--- src/rtl/alu_pkg.sv ---
// Shared ALU definitions: widths, opcode encodings and the legality check.
// Imported by the ALU core and by the command issuer.
package alu_pkg;

  localparam int unsigned DATA_W = 4;
  localparam int unsigned RES_W  = 5;
  localparam int unsigned OPC_W  = 4;

  localparam logic [OPC_W-1:0] OP_ADD  = 4'd0;
  localparam logic [OPC_W-1:0] OP_SUB  = 4'd1;
  localparam logic [OPC_W-1:0] OP_MUL  = 4'd2;
  localparam logic [OPC_W-1:0] OP_MOD  = 4'd3;
  localparam logic [OPC_W-1:0] OP_PAR  = 4'd4;
  localparam logic [OPC_W-1:0] OP_AND  = 4'd5;
  localparam logic [OPC_W-1:0] OP_OR   = 4'd6;
  localparam logic [OPC_W-1:0] OP_IDLE = 4'hF;

  typedef enum logic [1:0] {
    ST_IDLE,
    ST_ISSUE,
    ST_RESPOND
  } issuer_state_e;

  typedef struct packed {
    logic [OPC_W-1:0]  opcode;
    logic [DATA_W-1:0] a;
    logic [DATA_W-1:0] b;
  } alu_cmd_t;

  function automatic logic is_legal_op(input logic [OPC_W-1:0] opc);
    return (opc <= OP_OR);
  endfunction

endpackage

--- src/rtl/alu_cmd_issuer_if.sv ---
// Command, response and ALU-port bundle for alu_cmd_issuer.
// slave = issuer view; master = controller/ALU-side view.
interface alu_cmd_issuer_if;
  import alu_pkg::*;

  logic              cmd_valid;
  logic              cmd_ready;
  logic [OPC_W-1:0]  cmd_opcode;
  logic [DATA_W-1:0] cmd_a;
  logic [DATA_W-1:0] cmd_b;

  logic [OPC_W-1:0]  alu_opcode;
  logic [DATA_W-1:0] alu_in1;
  logic [DATA_W-1:0] alu_in2;
  logic [RES_W-1:0]  alu_out;

  logic              rsp_valid;
  logic              rsp_ready;
  logic [RES_W-1:0]  rsp_result;
  logic [OPC_W-1:0]  rsp_opcode;
  logic              rsp_err;

  modport slave (
    input  cmd_valid, cmd_opcode, cmd_a, cmd_b, alu_out, rsp_ready,
    output cmd_ready, alu_opcode, alu_in1, alu_in2,
    output rsp_valid, rsp_result, rsp_opcode, rsp_err
  );

  modport master (
    output cmd_valid, cmd_opcode, cmd_a, cmd_b, alu_out, rsp_ready,
    input  cmd_ready, alu_opcode, alu_in1, alu_in2,
    input  rsp_valid, rsp_result, rsp_opcode, rsp_err
  );

endinterface

--- src/rtl/alu_cmd_issuer_sync_fifo.sv ---
// Synchronous FIFO with wrap-bit pointers and registered full/empty flags.
// rdata_o presents the head entry whenever empty_o is low.
module sync_fifo #(
  parameter int unsigned WIDTH = 8,
  parameter int unsigned DEPTH = 4
) (
  input  logic             clk,
  input  logic             rst_n,
  input  logic             push_i,
  input  logic [WIDTH-1:0] wdata_i,
  input  logic             pop_i,
  output logic [WIDTH-1:0] rdata_o,
  output logic             full_o,
  output logic             empty_o
);

  localparam int unsigned AW = $clog2(DEPTH);

  logic [AW:0]      wr_ptr_q, wr_ptr_d;
  logic [AW:0]      rd_ptr_q, rd_ptr_d;
  logic             full_q, full_d;
  logic             empty_q, empty_d;
  logic [WIDTH-1:0] mem_q [DEPTH];
  logic             do_push, do_pop;

  assign do_push = push_i && !full_q;
  assign do_pop  = pop_i && !empty_q;

  always_comb begin
    wr_ptr_d = wr_ptr_q + {{AW{1'b0}}, do_push};
    rd_ptr_d = rd_ptr_q + {{AW{1'b0}}, do_pop};
    empty_d  = (wr_ptr_d == rd_ptr_d);
    full_d   = (wr_ptr_d[AW] != rd_ptr_d[AW]) &&
               (wr_ptr_d[AW-1:0] == rd_ptr_d[AW-1:0]);
  end

  always_ff @(posedge clk) begin
    if (!rst_n) begin
      wr_ptr_q <= '0;
      rd_ptr_q <= '0;
      full_q   <= 1'b0;
      empty_q  <= 1'b1;
    end else begin
      wr_ptr_q <= wr_ptr_d;
      rd_ptr_q <= rd_ptr_d;
      full_q   <= full_d;
      empty_q  <= empty_d;
    end
  end

  always_ff @(posedge clk) begin
    if (do_push) mem_q[wr_ptr_q[AW-1:0]] <= wdata_i;
  end

  assign rdata_o = mem_q[rd_ptr_q[AW-1:0]];
  assign full_o  = full_q;
  assign empty_o = empty_q;

endmodule

--- src/rtl/alu_cmd_issuer.sv ---
// Queues ALU commands, drives them onto the combinational ALU port, waits the
// settle time, samples the result and returns it on the response channel.
module alu_cmd_issuer #(
  parameter int unsigned DEPTH      = 4,
  parameter int unsigned SETTLE_CYC = 1
) (
  input  logic             clk,
  input  logic             rst_n,
  alu_cmd_issuer_if.slave  bus
);
  import alu_pkg::*;

  localparam int unsigned CNT_W = (SETTLE_CYC > 1) ? $clog2(SETTLE_CYC) : 1;

  issuer_state_e     state_q;
  logic [CNT_W-1:0]  cnt_q;
  logic [OPC_W-1:0]  alu_opcode_q;
  logic [DATA_W-1:0] alu_in1_q, alu_in2_q;
  logic              rsp_valid_q, rsp_err_q;
  logic [RES_W-1:0]  rsp_result_q;
  logic [OPC_W-1:0]  rsp_opcode_q;

  alu_cmd_t cmd_in, head;
  logic     fifo_full, fifo_empty, fifo_pop, head_ok;

  assign cmd_in = '{opcode: bus.cmd_opcode, a: bus.cmd_a, b: bus.cmd_b};

  sync_fifo #(
    .WIDTH($bits(alu_cmd_t)),
    .DEPTH(DEPTH)
  ) u_fifo (
    .clk    (clk),
    .rst_n  (rst_n),
    .push_i (bus.cmd_valid),
    .wdata_i(cmd_in),
    .pop_i  (fifo_pop),
    .rdata_o(head),
    .full_o (fifo_full),
    .empty_o(fifo_empty)
  );

  // rsp_valid is always high in RESPOND, so rsp_ready alone marks the handshake.
  assign fifo_pop = !fifo_empty &&
                    ((state_q == ST_IDLE) || ((state_q == ST_RESPOND) && bus.rsp_ready));
  assign head_ok  = is_legal_op(head.opcode) && !((head.opcode == OP_MOD) && (head.b == '0));

  always_ff @(posedge clk) begin
    if (!rst_n) begin
      state_q      <= ST_IDLE;
      cnt_q        <= '0;
      alu_opcode_q <= OP_IDLE;
      alu_in1_q    <= '0;
      alu_in2_q    <= '0;
      rsp_valid_q  <= 1'b0;
      rsp_result_q <= '0;
      rsp_opcode_q <= '0;
      rsp_err_q    <= 1'b0;
    end else begin
      case (state_q)
        ST_ISSUE: begin
          if (cnt_q != '0) begin
            cnt_q <= cnt_q - 1'b1;
          end else begin
            rsp_result_q <= bus.alu_out;
            rsp_opcode_q <= alu_opcode_q;
            rsp_err_q    <= 1'b0;
            rsp_valid_q  <= 1'b1;
            state_q      <= ST_RESPOND;
          end
        end
        ST_RESPOND: begin
          if (bus.rsp_ready && fifo_empty) begin
            rsp_valid_q <= 1'b0;
            state_q     <= ST_IDLE;
          end
        end
        default: ;
      endcase
      // Dispatch is shared by IDLE and the RESPOND handshake edge; it overrides the case above.
      if (fifo_pop) begin
        if (head_ok) begin
          alu_opcode_q <= head.opcode;
          alu_in1_q    <= head.a;
          alu_in2_q    <= head.b;
          cnt_q        <= CNT_W'(SETTLE_CYC - 1);
          rsp_valid_q  <= 1'b0;
          state_q      <= ST_ISSUE;
        end else begin
          rsp_result_q <= '0;
          rsp_opcode_q <= head.opcode;
          rsp_err_q    <= 1'b1;
          rsp_valid_q  <= 1'b1;
          state_q      <= ST_RESPOND;
        end
      end
    end
  end

  assign bus.cmd_ready  = !fifo_full;
  assign bus.alu_opcode = alu_opcode_q;
  assign bus.alu_in1    = alu_in1_q;
  assign bus.alu_in2    = alu_in2_q;
  assign bus.rsp_valid  = rsp_valid_q;
  assign bus.rsp_result = rsp_result_q;
  assign bus.rsp_opcode = rsp_opcode_q;
  assign bus.rsp_err    = rsp_err_q;

endmodule
--- src/flat_wrapper.sv ---
// flat-port wrapper written by rule: the top's interface ports become plain ports
module alu_cmd_issuer_flat import alu_pkg::*;
#(
  parameter int unsigned DEPTH      = 4,
  parameter int unsigned SETTLE_CYC = 1
)
  (clk, rst_n, bus_cmd_valid, bus_cmd_opcode, bus_cmd_a, bus_cmd_b, bus_alu_out, bus_rsp_ready, bus_cmd_ready, bus_alu_opcode, bus_alu_in1, bus_alu_in2, bus_rsp_valid, bus_rsp_result, bus_rsp_opcode, bus_rsp_err);
  alu_cmd_issuer_if bus_i ();
  input  logic clk;
  input  logic rst_n;
  input wire logic [$bits(bus_i.cmd_valid)-1:0] bus_cmd_valid;
  input wire logic [$bits(bus_i.cmd_opcode)-1:0] bus_cmd_opcode;
  input wire logic [$bits(bus_i.cmd_a)-1:0] bus_cmd_a;
  input wire logic [$bits(bus_i.cmd_b)-1:0] bus_cmd_b;
  input wire logic [$bits(bus_i.alu_out)-1:0] bus_alu_out;
  input wire logic [$bits(bus_i.rsp_ready)-1:0] bus_rsp_ready;
  output wire logic [$bits(bus_i.cmd_ready)-1:0] bus_cmd_ready;
  output wire logic [$bits(bus_i.alu_opcode)-1:0] bus_alu_opcode;
  output wire logic [$bits(bus_i.alu_in1)-1:0] bus_alu_in1;
  output wire logic [$bits(bus_i.alu_in2)-1:0] bus_alu_in2;
  output wire logic [$bits(bus_i.rsp_valid)-1:0] bus_rsp_valid;
  output wire logic [$bits(bus_i.rsp_result)-1:0] bus_rsp_result;
  output wire logic [$bits(bus_i.rsp_opcode)-1:0] bus_rsp_opcode;
  output wire logic [$bits(bus_i.rsp_err)-1:0] bus_rsp_err;
  assign bus_i.cmd_valid = bus_cmd_valid;
  assign bus_i.cmd_opcode = bus_cmd_opcode;
  assign bus_i.cmd_a = bus_cmd_a;
  assign bus_i.cmd_b = bus_cmd_b;
  assign bus_i.alu_out = bus_alu_out;
  assign bus_i.rsp_ready = bus_rsp_ready;
  assign bus_cmd_ready = bus_i.cmd_ready;
  assign bus_alu_opcode = bus_i.alu_opcode;
  assign bus_alu_in1 = bus_i.alu_in1;
  assign bus_alu_in2 = bus_i.alu_in2;
  assign bus_rsp_valid = bus_i.rsp_valid;
  assign bus_rsp_result = bus_i.rsp_result;
  assign bus_rsp_opcode = bus_i.rsp_opcode;
  assign bus_rsp_err = bus_i.rsp_err;
  alu_cmd_issuer #(.DEPTH(DEPTH), .SETTLE_CYC(SETTLE_CYC)) u_core (.clk(clk), .rst_n(rst_n), .bus(bus_i));
endmodule
--- config.mk ---
export PLATFORM = sky130hd
export DESIGN_NAME = alu_cmd_issuer_flat
export DESIGN_NICKNAME = d
export VERILOG_FILES = /design/src/rtl/alu_pkg.sv /design/src/rtl/alu_cmd_issuer_if.sv /design/src/rtl/alu_cmd_issuer_sync_fifo.sv /design/src/rtl/alu_cmd_issuer.sv /design/src/flat_wrapper.sv
export SDC_FILE = /design/constraint.sdc
export NUM_CORES = 1
export LEC_CHECK = 0
export BUFFER_PORTS_ARGS = -buffer_cell sky130_fd_sc_hd__buf_2
export CORE_MARGIN = 3
export CORE_UTILIZATION = 40
export CTS_CLUSTER_SIZE = 8
export DETAILED_ROUTE_END_ITERATION = 16
export GPL_ROUTABILITY_DRIVEN = 0
export SLEW_MARGIN = 5
export SYNTH_ARGS = -nofsm -noshare
export SYNTH_HDL_FRONTEND = slang
export SYNTH_SLANG_ARGS = --single-unit
--- constraint.sdc ---
create_clock -name clk -period 3.2 [get_ports clk]
set_input_delay 0.32 -clock clk [delete_from_list [all_inputs] [get_ports clk]]
set_output_delay 0.32 -clock clk [all_outputs]
set_load 0.03 [all_outputs]
==> results.json, run 1 <==
{
  "grt_overflow": 0,
  "hold_viol_final": 0,
  "stdcell_area_mm2": 0.00391,
  "grt_use_total_pct": 12.8,
  "post-dp-hpwl_mm": 4.06,
  "start_util_pct": 42.1,
  "skew_ns": 0.00787,
  "finish.utilization_pct": 49.3,
  "worst_slack_ns": 0.400,
  "multi_input_area_mm2": 0.00116,
  "ff_latch_area_mm2": 0.00210,
  "cts-root-buf": "clkbuf_8",
  "yosys.area_share.adder_pct": 3.00,
  "crit_arrival_ns": 3.09,
  "setup.worst_path.end_class": "flop",
  "grt_start_max_net_pins": 49,
  "holdCritPathClass": "input pin to flop",
  "syn_nets": 255,
  "clk_latency_ns": 0.36,
  "power.density_mw_per_mm2": 795,
  "post-cts-setup-buffers": 0,
  "post_drt_wl_per_cell_um": 15.2,
  "via_per_inst": 5.02,
  "syn_to_final_growth_pct": 17.2,
  "via_count": 1934,
  "drtIter0Drc": 67,
  "grt_pass1_wl_mm": 9.55,
  "hp-start": "bus_cmd_a[3]",
  "placed_cell_area_mm2": 0.00369,
  "ys_seq_elements": 81,
  "cts.sink_count": 81,
  "rsz0062_at_grt": "no",
  "synth_compound_area_share_pct": 4.84,
  "cts.htree.levels": 3,
  "synth_most_common_cell": "edfxtp_1",
  "cp-startpoint": "u_core.u_fifo.rd_ptr_q[0]",
  "period_share_pct": 87.5,
  "die_w_um": 97.4,
  "synthXorXnorAreaFrac_pct": 1.31,
  "cts_tree": "yes",
  "postSynthAreaPerCell_um2": 14.8,
  "synth_top_cells_by_count": "edfxtp_1, dfxtp_1, nand2_1",
  "grt_antenna_before_repair": 0,
  "ys_seq_area_share_pct": 63.0,
  "setup_viol": 0,
  "num_antenna_cells": 0,
  "muxShareOfSynthArea_pct": 15.8,
  "die_h_um": 97.4,
  "crit_fanout": 9,
  "ios": 45,
  "synth_area_leader_cell": "edfxtp_1",
  "irDropWorstVdd_mv": 0.346,
  "finalWirelength_mm": 5.84,
  "ant_nets": 0,
  "synthTopCellsByArea": "edfxtp_1, dfxtp_1, mux4_1, mux2i_1, nand2_1",
  "syn_inst": 226,
  "worst_slew_pin_slew_ns": 0.739,
  "yosysUniqueCellTypes": 41,
  "syn-cell-area_mm2": 0.00334,
  "drc": 0,
  "slew_viol_final": 0,
  "crit_path_start_kind": "flop",
  "cts_buffers": 9,
  "path_class": "flop to flop",
  "dieArea_mm2": 0.00948,
  "synthFlopType": "edfxtp_1",
  "crit_required_ns": 3.49,
  "port_buffers": 44,
  "yosys.area_share.simple_pct": 9.93,
  "setup_tns_ns": 0,
  "reg2reg_from": "u_core.u_fifo.rd_ptr_q[0]",
  "rows": 32,
  "clockBufferDepth": 2,
  "synth_edf_count": 48,
  "grt_pass1_vias": 1930,
  "ys.warnings.count": 0,
  "maxCapViolCount": 0,
  "max_freq_mhz": 357,
  "synth_top_family_by_area": "multiplexers",
  "netlist.area_leader.share_pct": 43.2,
  "first_pass_iters": 4,
  "fillCellCount": 721,
  "core_area_mm2": 0.00793,
  "fin_nets": 307,
  "p_leak_nw": 1.58,
  "period_needed_ns": 2.80,
  "path_clk_slew_ns": 0.09,
  "slew_headroom_pct": 50.7,
  "post-place-ws_ns": 0.433,
  "status": "finished, final reports clean",
  "postCtsHoldBufs": 0,
  "cts-resized-gates": 0,
  "synth-async-reset-ratio_pct": 0,
  "drive_gt1_share_pct": 26.5
}
[critical path: stages, from the launching register on]
cell	delay (ns)
dfxtp_1	0.44
buf_4	0.21
mux4_2	0.53
or4_1	0.62
a2111oi_4	0.67
mux2i_1	0.26
[area by class of cell]
type | count | share of cell area [%]
well taps | 102 | 3.26
clock inverters | 7 | 2.43
flip-flops and latches | 81 | 53.7
multi-input cells | 129 | 29.8
repair buffers | 52 | 7.17
inverters | 5 | 0.480
clock buffers | 9 | 3.17
[state kept, by name, indices dropped and copies added, names as in the netlist, 3 cells and up]
| signal | cells |
|---|---|
| u_core.u_fifo.rd_ptr_q | 3 |
| u_core.bus.rsp_opcode | 4 |
| u_core.bus.alu_in1 | 4 |
| u_core.bus.alu_in2 | 4 |
| u_core.bus.rsp_result | 5 |
| u_core.bus.alu_opcode | 4 |
| u_core.u_fifo.mem_q | 48 |
| u_core.u_fifo.wr_ptr_q | 3 |
[power by group]
group | internal [mW] | switching (mW) | leakage, nW
registers | 1.24 | 0.0928 | 0.710
logic | 0.423 | 0.559 | 0.763
clock network | 0.386 | 0.410 | 0.111
[final timing paths]
kind,endpoint,slack [ns],cells after the start
setup / recovery,u_core.bus.rsp_opcode[1],0.40,5
hold / removal,u_core.u_fifo.mem_q[0][7],0.17,1
setup reg to reg,u_core.bus.rsp_opcode[1],0.40,5
hold reg to reg,u_core.bus.alu_in1[0],0.46,2
[stage by stage]
step,hold slack [ns],power (mW),std cells
floorplan,0.419,2.09,226
global placement,0.444,2.33,369
detailed placement,0.452,2.35,369
CTS,0.153,3.16,385
global route,0.151,3.30,385
finish,0.170,3.11,385
[layout by cell type, fill, tap and decap left out, types with 3 or more instances in the layout]
cell type,synthesis,layout
ha_1,8,8
inv_1,5,5
mux2i_1,17,17
nor3b_1,6,6
dfxtp_1,33,33
xor2_1,3,3
nor2_1,4,4
inv_6,0,3
o21ai_0,3,3
buf_4,1,8
nand2_1,30,30
nor2b_1,5,5
mux2_2,4,4
and2_1,8,8
clkbuf_8,0,9
buf_2,1,44
edfxtp_1,48,48
mux4_1,11,11
[kinds of logic (layout without fill, tap and decap cells)]
group	count (synthesis)	after routing
DFF	81	81
and+or+nand+nor	64	64
muxes	33	33
AOI/OAI and AO/OA	19	19
buffers and inverters	16	73
adders and majority gates	8	8
xor gates and xnor gates	5	5
[metal layers]
metal | global-route usage (%) | share of wire [%]
met1 | 15.4 | 45
met2 | 20.8 | 49
met3 | 4.74 | 5.4
met4 | 5.64 | 1.2
met5 | 0 | 0
Power figures use the tool's default switching activity.
==> run 2, diff against run 1 <==
--- a/config.mk
+++ b/config.mk
@@ -7,7 +7,7 @@
 export LEC_CHECK = 0
 export BUFFER_PORTS_ARGS = -buffer_cell sky130_fd_sc_hd__buf_2
 export CORE_MARGIN = 3
-export CORE_UTILIZATION = 40
+export CORE_UTILIZATION = 25
 export CTS_CLUSTER_SIZE = 8
 export DETAILED_ROUTE_END_ITERATION = 16
 export GPL_ROUTABILITY_DRIVEN = 0
==> results.json, run 2 (synthesized netlist as in run 1, its figures left out) <==
{
  "status": "finished, final reports clean",
  "die_w_um": 122,
  "skew_ns": 0.00652,
  "slew_headroom_pct": 50.6,
  "rows": 41,
  "final_cell_mix": "edfxtp_1, buf_2, dfxtp_1, nand2_1, mux2i_1",
  "path_depth": 4,
  "crit_arrival_ns": 3.15,
  "drtIter0Drc": 121,
  "max_freq_mhz": 346,
  "path_class": "flop to flop",
  "irDropWorstVdd_mv": 0.267,
  "core_area_mm2": 0.0128,
  "dieArea_mm2": 0.0148,
  "syn_to_final_growth_pct": 23.6,
  "post-cts-setup-buffers": 0,
  "grt_overflow": 0,
  "hold_viol_final": 0,
  "cts-root-buf": "clkbuf_16",
  "start_util_pct": 26.0,
  "cts_buffers": 9,
  "cp_slowest_cell": "or4_1",
  "holdCritPathClass": "input pin to flop",
  "fin_nets": 306,
  "via_count": 1974,
  "drc": 0,
  "stdcell_area_mm2": 0.00413,
  "cts_tree": "yes",
  "crit_fanout": 9,
  "period_needed_ns": 2.89,
  "ios": 45,
  "critPathBufInv": 0,
  "port_buffers": 44,
  "cts.htree.levels": 3,
  "setup_tns_ns": 0,
  "largest_reg_flops": 48,
  "crit_required_ns": 3.46,
  "die_h_um": 122,
  "num_antenna_cells": 0,
  "cts.sink_count": 81,
  "layout_commonest_cell": "edfxtp_1",
  "r2r_cells": 4,
  "crit_chain": "mux4_1, or4_1, a2111oi_4, mux2i_1",
  "finalWirelength_mm": 6.51,
  "p_leak_nw": 1.64,
  "first_pass_iters": 4,
  "grt_pass1_wl_mm": 10.5,
  "slew_viol_final": 0,
  "maxCapViolCount": 0,
  "fin_cells": 454,
  "worst_slew_pin_slew_ns": 0.742,
  "grt_use_total_pct": 9.42,
  "clockBufferDepth": 2,
  "setup.worst_path.end_class": "flop",
  "drive_gt1_share_pct": 25.9,
  "period_share_pct": 90.3,
  "grt_pass1_vias": 2038,
  "placed_cell_area_mm2": 0.00377,
  "path_clk_slew_ns": 0.06,
  "finish.utilization_pct": 32.2,
  "dp_cells": 438,
  "p_total_mw": 3.51,
  "post-dp-hpwl_mm": 4.56,
  "cts-resized-gates": 0,
  "setup_viol": 0,
  "power.density_mw_per_mm2": 851,
  "post-place-ws_ns": 0.296,
  "post_drt_wl_per_cell_um": 14.3,
  "via_per_inst": 4.35,
  "grt_start_max_net_pins": 49,
  "crit_family": "multiplexers",
  "holdPathStages": 1,
  "worst_slack_ns": 0.311,
  "postCtsHoldBufs": 0,
  "hold_ws_ns": 0.198,
  "ant_nets": 0,
  "crit_path_max_incr_delay_ns": 0.68,
  "crit_path_start_kind": "flop",
  "rsz0062_at_grt": "no",
  "clk_latency_ns": 0.34,
  "grt_antenna_before_repair": 1
}
## run 2: routing by layer
layer  GRT usage (%)  share of wire, %  vias up
met3            4.09               6.8       12
met1            11.1                44      964
met5               0              0.11        -
met2            15.3                47       42
li1                -                 -      954
met4            3.36               1.6        2
## run 2: final cells by class
type,instances,area [µm²]
multi-input cells,129,1160
inverters,5,18.8
clock inverters,5,110
fillers,1282,8700
repair buffers,51,273
flip-flops and latches,81,2100
well taps,172,215
clock buffers,11,243
## run 2: power breakdown
group	total, mW	switching [mW]	internal, mW
clock	1.19	0.403	0.792
combinational	0.966	0.551	0.416
sequential	1.35	0.106	1.24
total	3.51	1.06	2.45
## run 2: worst paths after layout
kind	to	startpoint	slack (ns)
max	u_core.bus.rsp_opcode[1]	u_core.u_fifo.rd_ptr_q[0]	0.31
min	u_core.u_fifo.mem_q[1][10]	bus_cmd_opcode[2]	0.20
max reg2reg	u_core.bus.rsp_opcode[1]	u_core.u_fifo.rd_ptr_q[0]	0.31
min reg2reg	u_core.bus.alu_in1[3]	u_core.bus.alu_in1[3]	0.46
## run 2: worst reg2reg max path, stage by stage (launching register included)
cell	delay (ns)
dfxtp_1	0.60
mux4_1	0.63
or4_1	0.68
a2111oi_4	0.66
mux2i_1	0.25
==> run 3, diff against run 2 <==
--- a/config.mk
+++ b/config.mk
@@ -5,6 +5,7 @@
 export SDC_FILE = /design/constraint.sdc
 export NUM_CORES = 1
 export LEC_CHECK = 0
+export ABC_AREA = 1
 export BUFFER_PORTS_ARGS = -buffer_cell sky130_fd_sc_hd__buf_2
 export CORE_MARGIN = 3
 export CORE_UTILIZATION = 25
==> results.json, run 3 <==
{
  "synth_top_cells_by_count": "nand2_1, edfxtp_1, inv_1",
  "cts.sink_count": 81,
  "dp_cells": 562,
  "synth_most_common_cell": "nand2_1",
  "drc": 0,
  "postCtsHoldBufs": 0,
  "setup_viol": 0,
  "via_count": 2397,
  "netlist.area_leader.share_pct": 42.0,
  "slew_headroom_pct": 58.6,
  "crit_path_start_kind": "flop",
  "grt_antenna_before_repair": 0,
  "status": "finished, final reports clean",
  "placed_cell_area_mm2": 0.00383,
  "grt_use_total_pct": 10.6,
  "synthTopCellsByArea": "edfxtp_1, dfxtp_1, nand2_1, inv_1, ha_1",
  "post-dp-hpwl_mm": 5.09,
  "period_share_pct": 71.0,
  "crit_arrival_ns": 2.54,
  "cts-resized-gates": 0,
  "grt_pass1_vias": 2337,
  "ios": 45,
  "rrSetupSlack_ns": 0.93,
  "clockBufferDepth": 2,
  "rows": 42,
  "fin_cells": 578,
  "fillCellCount": 1393,
  "period_needed_ns": 2.27,
  "p_int_mw": 2.27,
  "grt_pass1_wl_mm": 12.0,
  "cts_tree": "yes",
  "die_w_um": 123,
  "max_freq_mhz": 440,
  "layout_commonest_cell": "nand2_1",
  "hold_viol_final": 0,
  "synth-async-reset-ratio_pct": 0,
  "synth_edf_count": 48,
  "irDropWorstVdd_mv": 0.267,
  "ant_nets": 0,
  "die_h_um": 123,
  "ys_seq_elements": 81,
  "syn_nets": 377,
  "worst_slew_pin_slew_ns": 0.620,
  "setup.worst_path.end_class": "flop",
  "synth_area_leader_cell": "edfxtp_1",
  "path_class": "flop to flop",
  "syn_inst": 348,
  "port_buffers": 44,
  "first_pass_iters": 4,
  "slew_viol_final": 0,
  "syn_to_final_growth_pct": 20.3,
  "syn-cell-area_mm2": 0.00343,
  "cp-startpoint": "u_core.u_fifo.rd_ptr_q[1]",
  "postSynthAreaPerCell_um2": 9.85,
  "skew_ns": 0.00803,
  "switching_share_pct": 38.0,
  "p_leak_nw": 1.77,
  "p_switching_mw": 1.39,
  "largest_reg_flops": 48,
  "via_per_inst": 4.15,
  "num_antenna_cells": 0,
  "setup_tns_ns": 0,
  "cts-root-buf": "clkbuf_16",
  "r2r_end": "u_core.bus.alu_in1[2]",
  "ys.warnings.count": 0,
  "post-cts-setup-buffers": 0,
  "clk_latency_ns": 0.34,
  "pwr-share-comb_pct": 34.3,
  "maxCapViolCount": 0,
  "grt_overflow": 0,
  "crit_required_ns": 3.47,
  "dieArea_mm2": 0.0152,
  "rsz0062_at_grt": "no",
  "seqPwrFrac_pct": 37.9,
  "core_area_mm2": 0.0133,
  "holdCritPathClass": "input pin to flop",
  "clockPowerShare_pct": 27.8,
  "grt_start_max_net_pins": 26,
  "fin_nets": 426,
  "power.density_mw_per_mm2": 887,
  "cp-endpoint": "u_core.bus.alu_in1[2]",
  "finalWirelength_mm": 7.40,
  "final_cell_mix": "nand2_1, edfxtp_1, buf_2, inv_1, dfxtp_1",
  "stdcell_area_mm2": 0.00412,
  "yosysUniqueCellTypes": 29,
  "cts.htree.levels": 3,
  "start_util_pct": 25.7,
  "cts_buffers": 9,
  "drtIter0Drc": 162,
  "drive_gt1_share_pct": 22.1,
  "path_clk_slew_ns": 0.06,
  "p_total_mw": 3.66,
  "r2r_cells": 10,
  "reg2reg_from": "u_core.u_fifo.rd_ptr_q[1]",
  "crit_fanout": 18,
  "ys_seq_area_share_pct": 61.3,
  "synthFlopType": "edfxtp_1",
  "post_drt_wl_per_cell_um": 12.8
}
run 3: per-stage QoR:
| stage | utilization [%] | hold slack (ns) | worst slack (ns) |
|---|---|---|---|
| 6_report | 30.9 | 0.191 | 0.926 |
| 4_1_cts | 30.9 | 0.179 | 0.907 |
| 2_1_floorplan | - | 0.419 | 1.01 |
| 5_1_grt | 30.9 | 0.173 | 0.671 |
| 3_3_place_gp | 28.7 | 0.464 | 0.950 |
| 3_5_place_dp | 28.7 | 0.466 | 0.918 |
run 3: power groups by stage:
stage	Clock, mW	Sequential [mW]	Combinational [mW]
floorplan	0	1.56	0.821
global placement	0	1.41	1.23
detailed placement	0	1.41	1.26
CTS	1.05	1.39	1.26
global route	1.11	1.41	1.42
finish	1.02	1.39	1.25
run 3: cell type report:
class | count | area, µm² | area share (%)
flip-flops and latches | 81 | 2100 | 51.0
multi-input cells | 217 | 1090 | 26.5
repair buffers | 50 | 265 | 6.43
clock buffers | 10 | 229 | 5.55
well taps | 176 | 220 | 5.34
inverters | 38 | 148 | 3.58
clock inverters | 6 | 66.3 | 1.61
run 3: how the worst min path moves through the flow:
stage / from / end / slack [ns] / depth (start not counted)
detailed placement: u_core.bus.alu_in1[1] / u_core.bus.alu_in1[1] / 0.47 / 2
floorplan: bus_cmd_b[0] / u_core.u_fifo.mem_q[0][0] / 0.42 / 0
global placement: u_core.bus.alu_in1[2] / u_core.bus.alu_in1[2] / 0.46 / 2
global route: bus_cmd_b[3] / u_core.u_fifo.mem_q[3][3] / 0.17 / 1
CTS: bus_cmd_opcode[1] / u_core.u_fifo.mem_q[1][9] / 0.18 / 1
finish: bus_cmd_b[3] / u_core.u_fifo.mem_q[3][3] / 0.19 / 1
run 3: critical path, stage by stage (launching register included):
cell	delay (ns)
dfxtp_1	0.71
inv_2	0.26
nand3_1	0.19
nand2_1	0.13
nor2_1	0.12
nand2_1	0.06
nand2_2	0.10
nand3_4	0.23
inv_4	0.19
nand2_1	0.08
a21oi_2	0.12
run 3: cells by family (layout without fill, tap and decap cells):
logic type,Yosys count,after routing,synth area share [%]
AND/OR/NAND/NOR,163,163,20.1
multiplexers,3,3,0.985
flip-flops,81,81,61.3
adder cells (fa/ha/maj),8,8,2.92
AO/OA/AOI/OAI,40,40,7.04
XOR/XNOR,3,3,0.767
buffers and inverters,50,104,6.82
run 3: per-layer routing:
| metal | up-vias | global-route usage, % | share of wire (%) |
|---|---|---|---|
| met4 | 0 | 3.11 | 0.31 |
| li1 | 1237 | - | - |
| met1 | 1102 | 13.2 | 47 |
| met5 | - | 0 | 0 |
| met3 | 2 | 4.03 | 6.0 |
| met2 | 56 | 17.0 | 46 |
